## src/rtl/lsu_pkg.sv

```systemverilog
// Shared constants for the LSU memory front-end: funct3 access types, response
// error codes, FSM state encodings and the access-size helper.
package lsu_pkg;

    localparam logic [2:0] F3_B   = 3'b000;
    localparam logic [2:0] F3_H   = 3'b001;
    localparam logic [2:0] F3_W   = 3'b010;
    localparam logic [2:0] F3_D   = 3'b011;
    localparam logic [2:0] F3_BU  = 3'b100;
    localparam logic [2:0] F3_HU  = 3'b101;
    localparam logic [2:0] F3_WU  = 3'b110;
    localparam logic [2:0] F3_ILL = 3'b111;

    typedef enum logic [1:0] {
        ERR_OK      = 2'b00,
        ERR_ALIGN   = 2'b01,
        ERR_BUS     = 2'b10,
        ERR_TIMEOUT = 2'b11
    } lsu_err_e;

    localparam logic [1:0] ST_IDLE = 2'd0;
    localparam logic [1:0] ST_MREQ = 2'd1;
    localparam logic [1:0] ST_WAIT = 2'd2;
    localparam logic [1:0] ST_RESP = 2'd3;

    // Signed and unsigned variants share the low two funct3 bits.
    function automatic logic [3:0] size_bytes(input logic [2:0] f3);
        case (f3[1:0])
            2'b00:   return 4'd1;
            2'b01:   return 4'd2;
            2'b10:   return 4'd4;
            default: return 4'd8;
        endcase
    endfunction

endpackage

```

## src/rtl/lsu_align.sv

```systemverilog
// Combinational lane logic: store shift/strobe generation, load extract and
// extension, and request legality check.
module lsu_align
    import lsu_pkg::*;
#(
    parameter int XLEN = 64
) (
    input  logic [XLEN-1:0]   addr,
    input  logic [2:0]        f3,
    input  logic              wen,
    input  logic [XLEN-1:0]   wdata,
    input  logic [XLEN-1:0]   beat,
    output logic              illegal,
    output logic [XLEN-1:0]   aligned_addr,
    output logic [XLEN-1:0]   lane_wdata,
    output logic [XLEN/8-1:0] wstrb,
    output logic [XLEN-1:0]   ld_data
);

    localparam int STRB = XLEN / 8;
    localparam int OFFW = $clog2(STRB);

    logic [OFFW-1:0] offset;
    logic [OFFW+2:0] bit_shift;
    logic [3:0]      nbytes;
    logic            misaligned;
    logic [STRB-1:0] strb_base;
    logic [XLEN-1:0] ext_mask;
    logic [XLEN-1:0] shifted;
    logic            sign_bit;

    assign offset       = addr[OFFW-1:0];
    assign bit_shift    = {offset, 3'b000};
    assign nbytes       = size_bytes(f3);
    assign aligned_addr = {addr[XLEN-1:OFFW], {OFFW{1'b0}}};
    assign shifted      = beat >> bit_shift;
    assign lane_wdata   = wdata << bit_shift;

    always_comb begin
        misaligned = |(offset & OFFW'(nbytes - 4'd1));
        illegal    = (f3 == F3_ILL) || (wen && f3[2]) ||
                     ((XLEN == 32) && ((f3 == F3_D) || (f3 == F3_WU))) ||
                     misaligned;
    end

    always_comb begin
        strb_base = '1;
        ext_mask  = '1;
        sign_bit  = 1'b0;
        case (f3[1:0])
            2'b00: begin
                strb_base = STRB'(1);
                ext_mask  = XLEN'(8'hFF);
                sign_bit  = shifted[7];
            end
            2'b01: begin
                strb_base = STRB'(3);
                ext_mask  = XLEN'(16'hFFFF);
                sign_bit  = shifted[15];
            end
            2'b10: begin
                strb_base = STRB'(15);
                ext_mask  = XLEN'(32'hFFFF_FFFF);
                sign_bit  = shifted[31];
            end
            default: begin
                strb_base = '1;
                ext_mask  = '1;
                sign_bit  = 1'b0;
            end
        endcase
    end

    assign wstrb = wen ? (strb_base << offset) : '0;

    // f3[2] marks the unsigned variants; D has no bits left to extend.
    assign ld_data = (sign_bit && !f3[2]) ? (shifted | ~ext_mask)
                                          : (shifted & ext_mask);

endmodule

```

## src/rtl/lsu_mem_ctrl.sv

```systemverilog
// Load/store front-end: one LSU request at a time, one aligned memory beat,
// with bus-error, timeout and late-response (stale) handling.
//
// state   | meaning
// --------+-------------------------------------------------------------
// IDLE    | req_ready high, waiting for a request
// MREQ    | presenting the memory beat (held off while stale is set)
// WAIT    | beat accepted, waiting for mem_rsp_valid or timeout
// RESP    | response presented until rsp_ready
module lsu_mem_ctrl
    import lsu_pkg::*;
#(
    parameter int XLEN    = 64,
    parameter int TIMEOUT = 255
) (
    input  logic              clock,
    input  logic              reset,
    input  logic              req_valid,
    output logic              req_ready,
    input  logic [XLEN-1:0]   req_addr,
    input  logic [2:0]        req_type,
    input  logic              req_wen,
    input  logic [XLEN-1:0]   req_wdata,
    output logic              rsp_valid,
    input  logic              rsp_ready,
    output logic [XLEN-1:0]   rsp_rdata,
    output logic [1:0]        rsp_err,
    output logic              mem_req_valid,
    input  logic              mem_req_ready,
    output logic [XLEN-1:0]   mem_req_addr,
    output logic              mem_req_wen,
    output logic [XLEN-1:0]   mem_req_wdata,
    output logic [XLEN/8-1:0] mem_req_wstrb,
    input  logic              mem_rsp_valid,
    input  logic [XLEN-1:0]   mem_rsp_rdata,
    input  logic              mem_rsp_err
);

    localparam int            CW = (TIMEOUT > 1) ? $clog2(TIMEOUT) : 1;
    localparam logic [CW-1:0] TC = CW'(TIMEOUT - 1);

    logic [1:0]      state_q, state_d;
    logic            stale_q, stale_d;
    logic [CW-1:0]   cnt_q, cnt_d;
    logic [XLEN-1:0] addr_q, addr_d;
    logic [2:0]      type_q, type_d;
    logic            wen_q, wen_d;
    logic [XLEN-1:0] wdata_q, wdata_d;
    logic [XLEN-1:0] rsp_rdata_q, rsp_rdata_d;
    lsu_err_e        rsp_err_q, rsp_err_d;

    logic              in_idle, in_mreq;
    logic [XLEN-1:0]   al_addr, al_wdata;
    logic [2:0]        al_type;
    logic              al_wen, al_illegal;
    logic [XLEN-1:0]   al_aligned_addr, al_lane_wdata, al_ld_data;
    logic [XLEN/8-1:0] al_wstrb;

    assign in_idle = (state_q == ST_IDLE);
    assign in_mreq = (state_q == ST_MREQ);

    // In IDLE the aligner judges the incoming request; afterwards it works on the latched one.
    assign al_addr  = in_idle ? req_addr  : addr_q;
    assign al_type  = in_idle ? req_type  : type_q;
    assign al_wen   = in_idle ? req_wen   : wen_q;
    assign al_wdata = in_idle ? req_wdata : wdata_q;

    lsu_align #(.XLEN(XLEN)) u_align (
        .addr         (al_addr),
        .f3           (al_type),
        .wen          (al_wen),
        .wdata        (al_wdata),
        .beat         (mem_rsp_rdata),
        .illegal      (al_illegal),
        .aligned_addr (al_aligned_addr),
        .lane_wdata   (al_lane_wdata),
        .wstrb        (al_wstrb),
        .ld_data      (al_ld_data)
    );

    always_comb begin
        state_d     = state_q;
        stale_d     = stale_q;
        cnt_d       = cnt_q;
        addr_d      = addr_q;
        type_d      = type_q;
        wen_d       = wen_q;
        wdata_d     = wdata_q;
        rsp_rdata_d = rsp_rdata_q;
        rsp_err_d   = rsp_err_q;

        if (stale_q && mem_rsp_valid) begin
            stale_d = 1'b0;
        end

        case (state_q)
            ST_IDLE: begin
                if (req_valid) begin
                    addr_d  = req_addr;
                    type_d  = req_type;
                    wen_d   = req_wen;
                    wdata_d = req_wdata;
                    if (al_illegal) begin
                        state_d     = ST_RESP;
                        rsp_err_d   = ERR_ALIGN;
                        rsp_rdata_d = '0;
                    end else begin
                        state_d = ST_MREQ;
                    end
                end
            end
            ST_MREQ: begin
                if (!stale_q && mem_req_ready) begin
                    state_d = ST_WAIT;
                    cnt_d   = '0;
                end
            end
            ST_WAIT: begin
                // A response in the timeout cycle wins over the timeout.
                if (mem_rsp_valid) begin
                    state_d = ST_RESP;
                    if (mem_rsp_err) begin
                        rsp_err_d   = ERR_BUS;
                        rsp_rdata_d = '0;
                    end else begin
                        rsp_err_d   = ERR_OK;
                        rsp_rdata_d = wen_q ? '0 : al_ld_data;
                    end
                end else if ((TIMEOUT != 0) && (cnt_q == TC)) begin
                    state_d     = ST_RESP;
                    rsp_err_d   = ERR_TIMEOUT;
                    rsp_rdata_d = '0;
                    stale_d     = 1'b1;
                end else begin
                    cnt_d = cnt_q + CW'(1);
                end
            end
            ST_RESP: begin
                if (rsp_ready) begin
                    state_d     = ST_IDLE;
                    rsp_rdata_d = '0;
                    rsp_err_d   = ERR_OK;
                end
            end
            default: state_d = ST_IDLE;
        endcase
    end

    always_ff @(posedge clock or posedge reset) begin
        if (reset) begin
            state_q     <= ST_IDLE;
            stale_q     <= 1'b0;
            cnt_q       <= '0;
            addr_q      <= '0;
            type_q      <= '0;
            wen_q       <= 1'b0;
            wdata_q     <= '0;
            rsp_rdata_q <= '0;
            rsp_err_q   <= ERR_OK;
        end else begin
            state_q     <= state_d;
            stale_q     <= stale_d;
            cnt_q       <= cnt_d;
            addr_q      <= addr_d;
            type_q      <= type_d;
            wen_q       <= wen_d;
            wdata_q     <= wdata_d;
            rsp_rdata_q <= rsp_rdata_d;
            rsp_err_q   <= rsp_err_d;
        end
    end

    assign req_ready     = in_idle;
    assign rsp_valid     = (state_q == ST_RESP);
    assign rsp_rdata     = rsp_rdata_q;
    assign rsp_err       = rsp_err_q;
    assign mem_req_valid = in_mreq && !stale_q;
    assign mem_req_addr  = in_mreq ? al_aligned_addr : '0;
    assign mem_req_wen   = in_mreq && wen_q;
    assign mem_req_wdata = (in_mreq && wen_q) ? al_lane_wdata : '0;
    assign mem_req_wstrb = in_mreq ? al_wstrb : '0;

    // The memory may only answer an accepted beat or a beat already given up on.
    mem_rsp_unexpected: assert property (@(posedge clock) disable iff (reset)
        !(mem_rsp_valid && !stale_q && (state_q != ST_WAIT)));

endmodule

```

## config.mk

```make
export PLATFORM = sky130hd
export DESIGN_NAME = lsu_mem_ctrl
export DESIGN_NICKNAME = d
export VERILOG_FILES = /design/src/rtl/lsu_pkg.sv /design/src/rtl/lsu_align.sv /design/src/rtl/lsu_mem_ctrl.sv
export SDC_FILE = /design/constraint.sdc
export NUM_CORES = 1
export LEC_CHECK = 0
export ABC_AREA = 1
export CAP_MARGIN = 30
export CORE_MARGIN = 1
export CORE_UTILIZATION = 40
export CTS_BUF_LIST = sky130_fd_sc_hd__clkbuf_2 sky130_fd_sc_hd__clkbuf_4 sky130_fd_sc_hd__clkbuf_8
export DETAILED_ROUTE_END_ITERATION = 10
export GPL_TIMING_DRIVEN = 0
export PLACE_DENSITY = 0.72
export SKIP_CTS_REPAIR_TIMING = 1
export SLEW_MARGIN = 25
export SYNTH_ARGS = -nofsm -noshare
export SYNTH_HDL_FRONTEND = slang
export SYNTH_SLANG_ARGS = --single-unit
```

## constraint.sdc

```tcl
create_clock -name clock -period 6.3 [get_ports clock]
set_clock_uncertainty 0.15 [all_clocks]
set_input_delay 0.945 -clock clock [delete_from_list [all_inputs] [get_ports clock]]
set_output_delay 0.945 -clock clock [all_outputs]
set_load 0.03 [all_outputs]
```

== Word-level counts from Yosys, hierarchy flattened ==
Index checks and enable logic that the tools add are counted.
Cells by class
  add/sub/neg operators: 2
  equality and inequality tests: 14
  shift operators: 3
  muxes and demuxes: 41
  bitwise gates (word level): 4
  reductions and logical operators: 19
Operator list (count)
  $mux W64: 12
  $pmux W64 S3: 2
  $and A64 B64 Y64: 1
  $not A64 Y64: 1
  $or A64 B64 Y64: 1
  $shl A64 B6 Y64: 1
  $shr A64 B6 Y64: 1
  $mux W8: 5
  $pmux W8 S3: 1
  $mux W2: 10
  $pmux W8 S2: 1
  $pmux W3 S3: 1
  $add A8 B1 Y8 const B: 1
  $eq A8 B8 Y1 const B: 1
  $pmux W2 S4: 1
  $reduce_and A4 Y1: 2
  $shl A8 B3 Y8: 1
  $eq A2 B2 Y1 const B: 3
  $logic_and A1 B1 Y1: 6
  $ne A2 B1 Y1 const B: 3
  $ne A2 B2 Y1 const B: 3
  $pmux W2 S3: 1
  $mux W1: 5
  $reduce_and A5 Y1: 1
  14 further kinds: 18
Word-level totals
  register bits after elaboration: 209
  bits of input ports: 203
  output and inout port bits: 206
  logic and storage cells: 92

== Logic depth before layout (Yosys ltp) ==
  depth after elaboration: 11
  mapped depth: 16
  gate-level depth less buffers: 14

== Modules after synthesis ==
A second synthesis with hierarchy kept.
Second synthesis, totals
  cell total of the unflattened synthesis: 2556
  area total of the unflattened synthesis: 15675.0 µm²
Modules (own cells, without submodules)
  lsu_mem_ctrl: instances 1, cells each 1679, area each 11382.2 µm², seq. area each 5230.0 µm²
  lsu_align: instances 1, cells each 877, area each 4292.9 µm², seq. area each 0.0 µm²

== Worst setup path after synthesis ==
OpenSTA, ideal clock, no wires.
  path type: register to output
  start: register state_q[0]
  end: output mem_req_wdata[40]
  arrival: 2699 ps
  required time: 5205 ps
  slack: 2506 ps
  cell stages (with the launch flop): 11
  path buffers: 4
  cells stage by stage: dfrtp_1 -> inv_1 -> ha_1 -> buf_6 -> nand2_1 -> o21ai_2 -> buf_4 -> buf_2 -> clkbuf_1 -> nand2_1 -> o21ai_0
Between the ends
  cells in the longest elaborated chain, start to end: 4
  elaborated cells between the ends (all ways): 7
  those cells by class: eq/ne (1); shift (1); mux (3); reduce/logical (2)
RTL lines
  start, declared: RTL line lsu_mem_ctrl.sv:42  | logic [1:0] state_q, state_d;
  start signal, assigned: RTL line lsu_mem_ctrl.sv:161  | state_q <= state_d;
  $logic_not A2 Y1 *: RTL line lsu_mem_ctrl.sv:59  | assign in_idle = (state_q == ST_IDLE);
  via req_ready: RTL line lsu_mem_ctrl.sv:19  | output logic req_ready,
  $mux W64, on equally long branches: RTL line lsu_mem_ctrl.sv:66, lsu_mem_ctrl.sv:63
  $shl A64 B6 Y64 *: RTL line lsu_align.sv:37  | assign lane_wdata = wdata << bit_shift;
  $mux W64 *: RTL line lsu_mem_ctrl.sv:180  | assign mem_req_wdata = (in_mreq && wen_q) ? al_lane_wdata : '0;
  end, declared: RTL line lsu_mem_ctrl.sv:32  | output logic [XLEN-1:0] mem_req_wdata,
The timed path passes the listed nets; every way through them passes the cells marked *.

== Final worst setup path ==
  start: register state_q[0]
  end: output mem_req_wdata[43]
Between the ends
  cells in the longest elaborated chain, start to end: 4
  elaborated cells between the ends (all ways): 7
  those cells by class: eq/ne (1); shift (1); mux (3); reduce/logical (2)
RTL lines (RTL line)
  $logic_not A2 Y1: lsu_mem_ctrl.sv:59
  $mux W64, on equally long branches: lsu_mem_ctrl.sv:66, lsu_mem_ctrl.sv:63
  $shl A64 B6 Y64: lsu_align.sv:37
  $mux W64 *: lsu_mem_ctrl.sv:180
Every way passes the cells marked *; elsewhere a longest branch is shown, timed or not.

==> impl_metrics.tcl <==
set metrics [dict create \
    status "finished, final reports clean" \
    cts-root-buf "clkbuf_8" \
    synth-seq-area-share 0.380 \
    crit_path_end_kind "output port" \
    final_nets 2647 \
    dieArea_um2 35200 \
    core.rowCount 67 \
    drcViolationCount 0 \
    grt_pass1_wl_um 96800 \
    track_usage 0.365 \
    core_um2 33700 \
    synth.yosys.warnings 0 \
    crit_fanout 10 \
    cts_max_level 2 \
    clkTransAtPathRegs_ps 60 \
    drv_cap 0 \
    fmaxAchievable_mhz 176 \
    route.detailed.wl_per_inst_um 22.6 \
    cts_sinks 209 \
    syn_to_final_growth_pct 40.6 \
    postSynthAreaPerCell_um2 6.95 \
    layout_common_cells "nand2_1, clkdlybuf4s50_1, nor2_1" \
    drt_first_pass_iters 6 \
    rsz0062_at_grt "no" \
    fp.dieW_um 188 \
    post-dp-hpwl_um 53000 \
    min-delay-path-class "flop to flop" \
    tightest_slew_ps 822 \
    cts_tree "built" \
    final_common_cell "nand2_1" \
    power_leakage_uw 0.00895 \
    ir_drop_mv 0.314 \
    drt_iter0_drc 1552 \
    setup_viol 0 \
    antenna_found_initial 0 \
    start_util 0.409 \
    gp_congestion 1.01 \
    slew_viol_final 0 \
    required_ps 5200 \
    synth.cell_area_um2 13800 \
    antenna_left 0 \
    grt_pass1_vias 15600 \
    synth-seq-cells 209 \
    avgViaCountPerCell 5.56 \
    clock_latency_ps 590 \
    fin_cells 2914 \
    vias 16200 \
    powerDensity_nw_per_um2 603 \
    grt_max_degree 35 \
    clock_path_buffers 3 \
    period_needed_ps 5670 \
    port_buffers 405 \
    setup.worst_path.class "flop to output port" \
    tns_ps 0 \
    register_area_um2 5230 \
    io_pins 409 \
    nFillCells 3281 \
    dp.cells 2845 \
    wl_um 65800 \
    arrival_ps 4570 \
    overflow 0 \
    antennaDiodeCount 0 \
    cts_buffers 39 \
    multi_input_comb_area_um2 7220 \
    synth_cell_types 40 \
    die_y_um 188 \
    fin_crit_sh 0.900 \
    drive_gt1_frac 0.105 \
    max-slew-margin-rel 0.446 \
    worstSetupStartpointType "flop" \
    netlist_instances 1983 \
    hold_viol 0 \
]
area by class of cell:
type / instances / area share
multi-input combinational: 1477 / 0.373
sequential: 209 / 0.270
timing repair buffer: 412 / 0.217
clock buffer: 63 / 0.0399
buffer: 147 / 0.0394
inverter: 152 / 0.0297
tap: 448 / 0.0290
clock inverter: 6 / 0.00200
cells in the mapped netlist, drive strengths merged:
cell type | n | share of area
ha | 6 | 0.0055
a21boi | 1 | 0.00055
o22ai | 20 | 0.0091
o311ai | 1 | 0.00064
dfrtp | 209 | 0.38
nand3b | 1 | 0.00055
a22o | 9 | 0.0057
nor4 | 1 | 0.00045
mux2i | 24 | 0.017
nor2 | 292 | 0.080
o221ai | 7 | 0.0045
nand3 | 59 | 0.022
nand4 | 9 | 0.0041
o2111ai | 7 | 0.0045
clkinv | 3 | 0.00082
a211oi | 1 | 0.00055
a31oi | 7 | 0.0032
o211ai | 6 | 0.0033
xor2 | 1 | 0.00064
a21oi | 142 | 0.052
inv | 149 | 0.041
conb | 1 | 0.00027
nand2 | 497 | 0.14
nor3 | 2 | 0.00073
clkbuf | 53 | 0.014
mux2 | 61 | 0.050
o21ai | 298 | 0.11
or2 | 21 | 0.0095
buf | 94 | 0.041
o31ai | 1 | 0.00055
through the flow:
| step | util | instance area [um^2] | power [uW] | hold slack [ps] | setup slack, ps |
|---|---|---|---|---|---|
| 3_3_place_gp | 0.546 | 18400 | 10000 | 314 | 822 |
| 6_report | 0.574 | 19400 | 11700 | 330 | 633 |
| 3_5_place_dp | 0.550 | 18500 | 10100 | 316 | 1130 |
| 4_1_cts | 0.574 | 19400 | 11500 | 331 | 697 |
| 2_1_floorplan | - | 13800 | 6990 | 298 | 2490 |
| 5_1_grt | 0.574 | 19400 | 12300 | 352 | 528 |
cells by family after synthesis:
family / Yosys count / share of synthesized area
simple gates: 882 / 0.256
compound gates: 500 / 0.194
buf+inv: 299 / 0.0967
flops: 209 / 0.380
mux: 85 / 0.0673
fa+ha+maj: 6 / 0.00545
other cells: 1 / 0.000272
xor+xnor: 1 / 0.000636
state kept, by name (all words and copies together), names as in the netlist:
name       cells
addr_q        64
rsp_rdata     64
wdata_q       64
cnt_q          8
type_q         3
rsp_err        2
state_q        2
stale_q        1
wen_q          1
critical path: stages, from the launching register on:
cell and delay, ps:
dfrtp_1 410, inv_1 110, ha_1 540, inv_2 290
nand2_4 170, nand2_2 100, buf_6 170, buf_2 200
buf_2 220, o21ai_0 480, nand2_1 180, o21ai_0 370
clkdlybuf4s50_1 760
routing by layer:
layer  routed length (um)  GRT usage  vias up  share of wire
li1                     -          -     7386              -
met4                 2260      0.136        0          0.034
met1                28000      0.491     7788           0.43
met2                29500      0.576      905           0.45
met5                    0          0        -              0
met3                 6080     0.0797      126          0.092
path summary, 6_finish.rpt:
kind | start | end | slack, ps | cells after the start
setup reg to reg | state_q[0]$_DFFE_PP0P_ | rsp_rdata[21]$_DFFE_PP0P_ | 2520 | 13
min in group asynchronous | reset | wdata_q[45]$_DFFE_PP0P_ | 530 | 2
hold reg to reg | rsp_rdata[45]$_DFFE_PP0P_ | rsp_rdata[45]$_DFFE_PP0P_ | 330 | 2
hold / removal | rsp_rdata[45]$_DFFE_PP0P_ | rsp_rdata[45]$_DFFE_PP0P_ | 330 | 2
setup / recovery | state_q[0]$_DFFE_PP0P_ | mem_req_wdata[43] | 630 | 12
max in group asynchronous | reset | rsp_rdata[40]$_DFFE_PP0P_ | 4330 | 6
report_power, final:
group	switching, uW	internal (uW)	total, uW
Clock	597	777	1370
Sequential	211	1820	2030
Combinational	5700	2580	8280
Note: power is estimated with default switching activity, not from simulation.
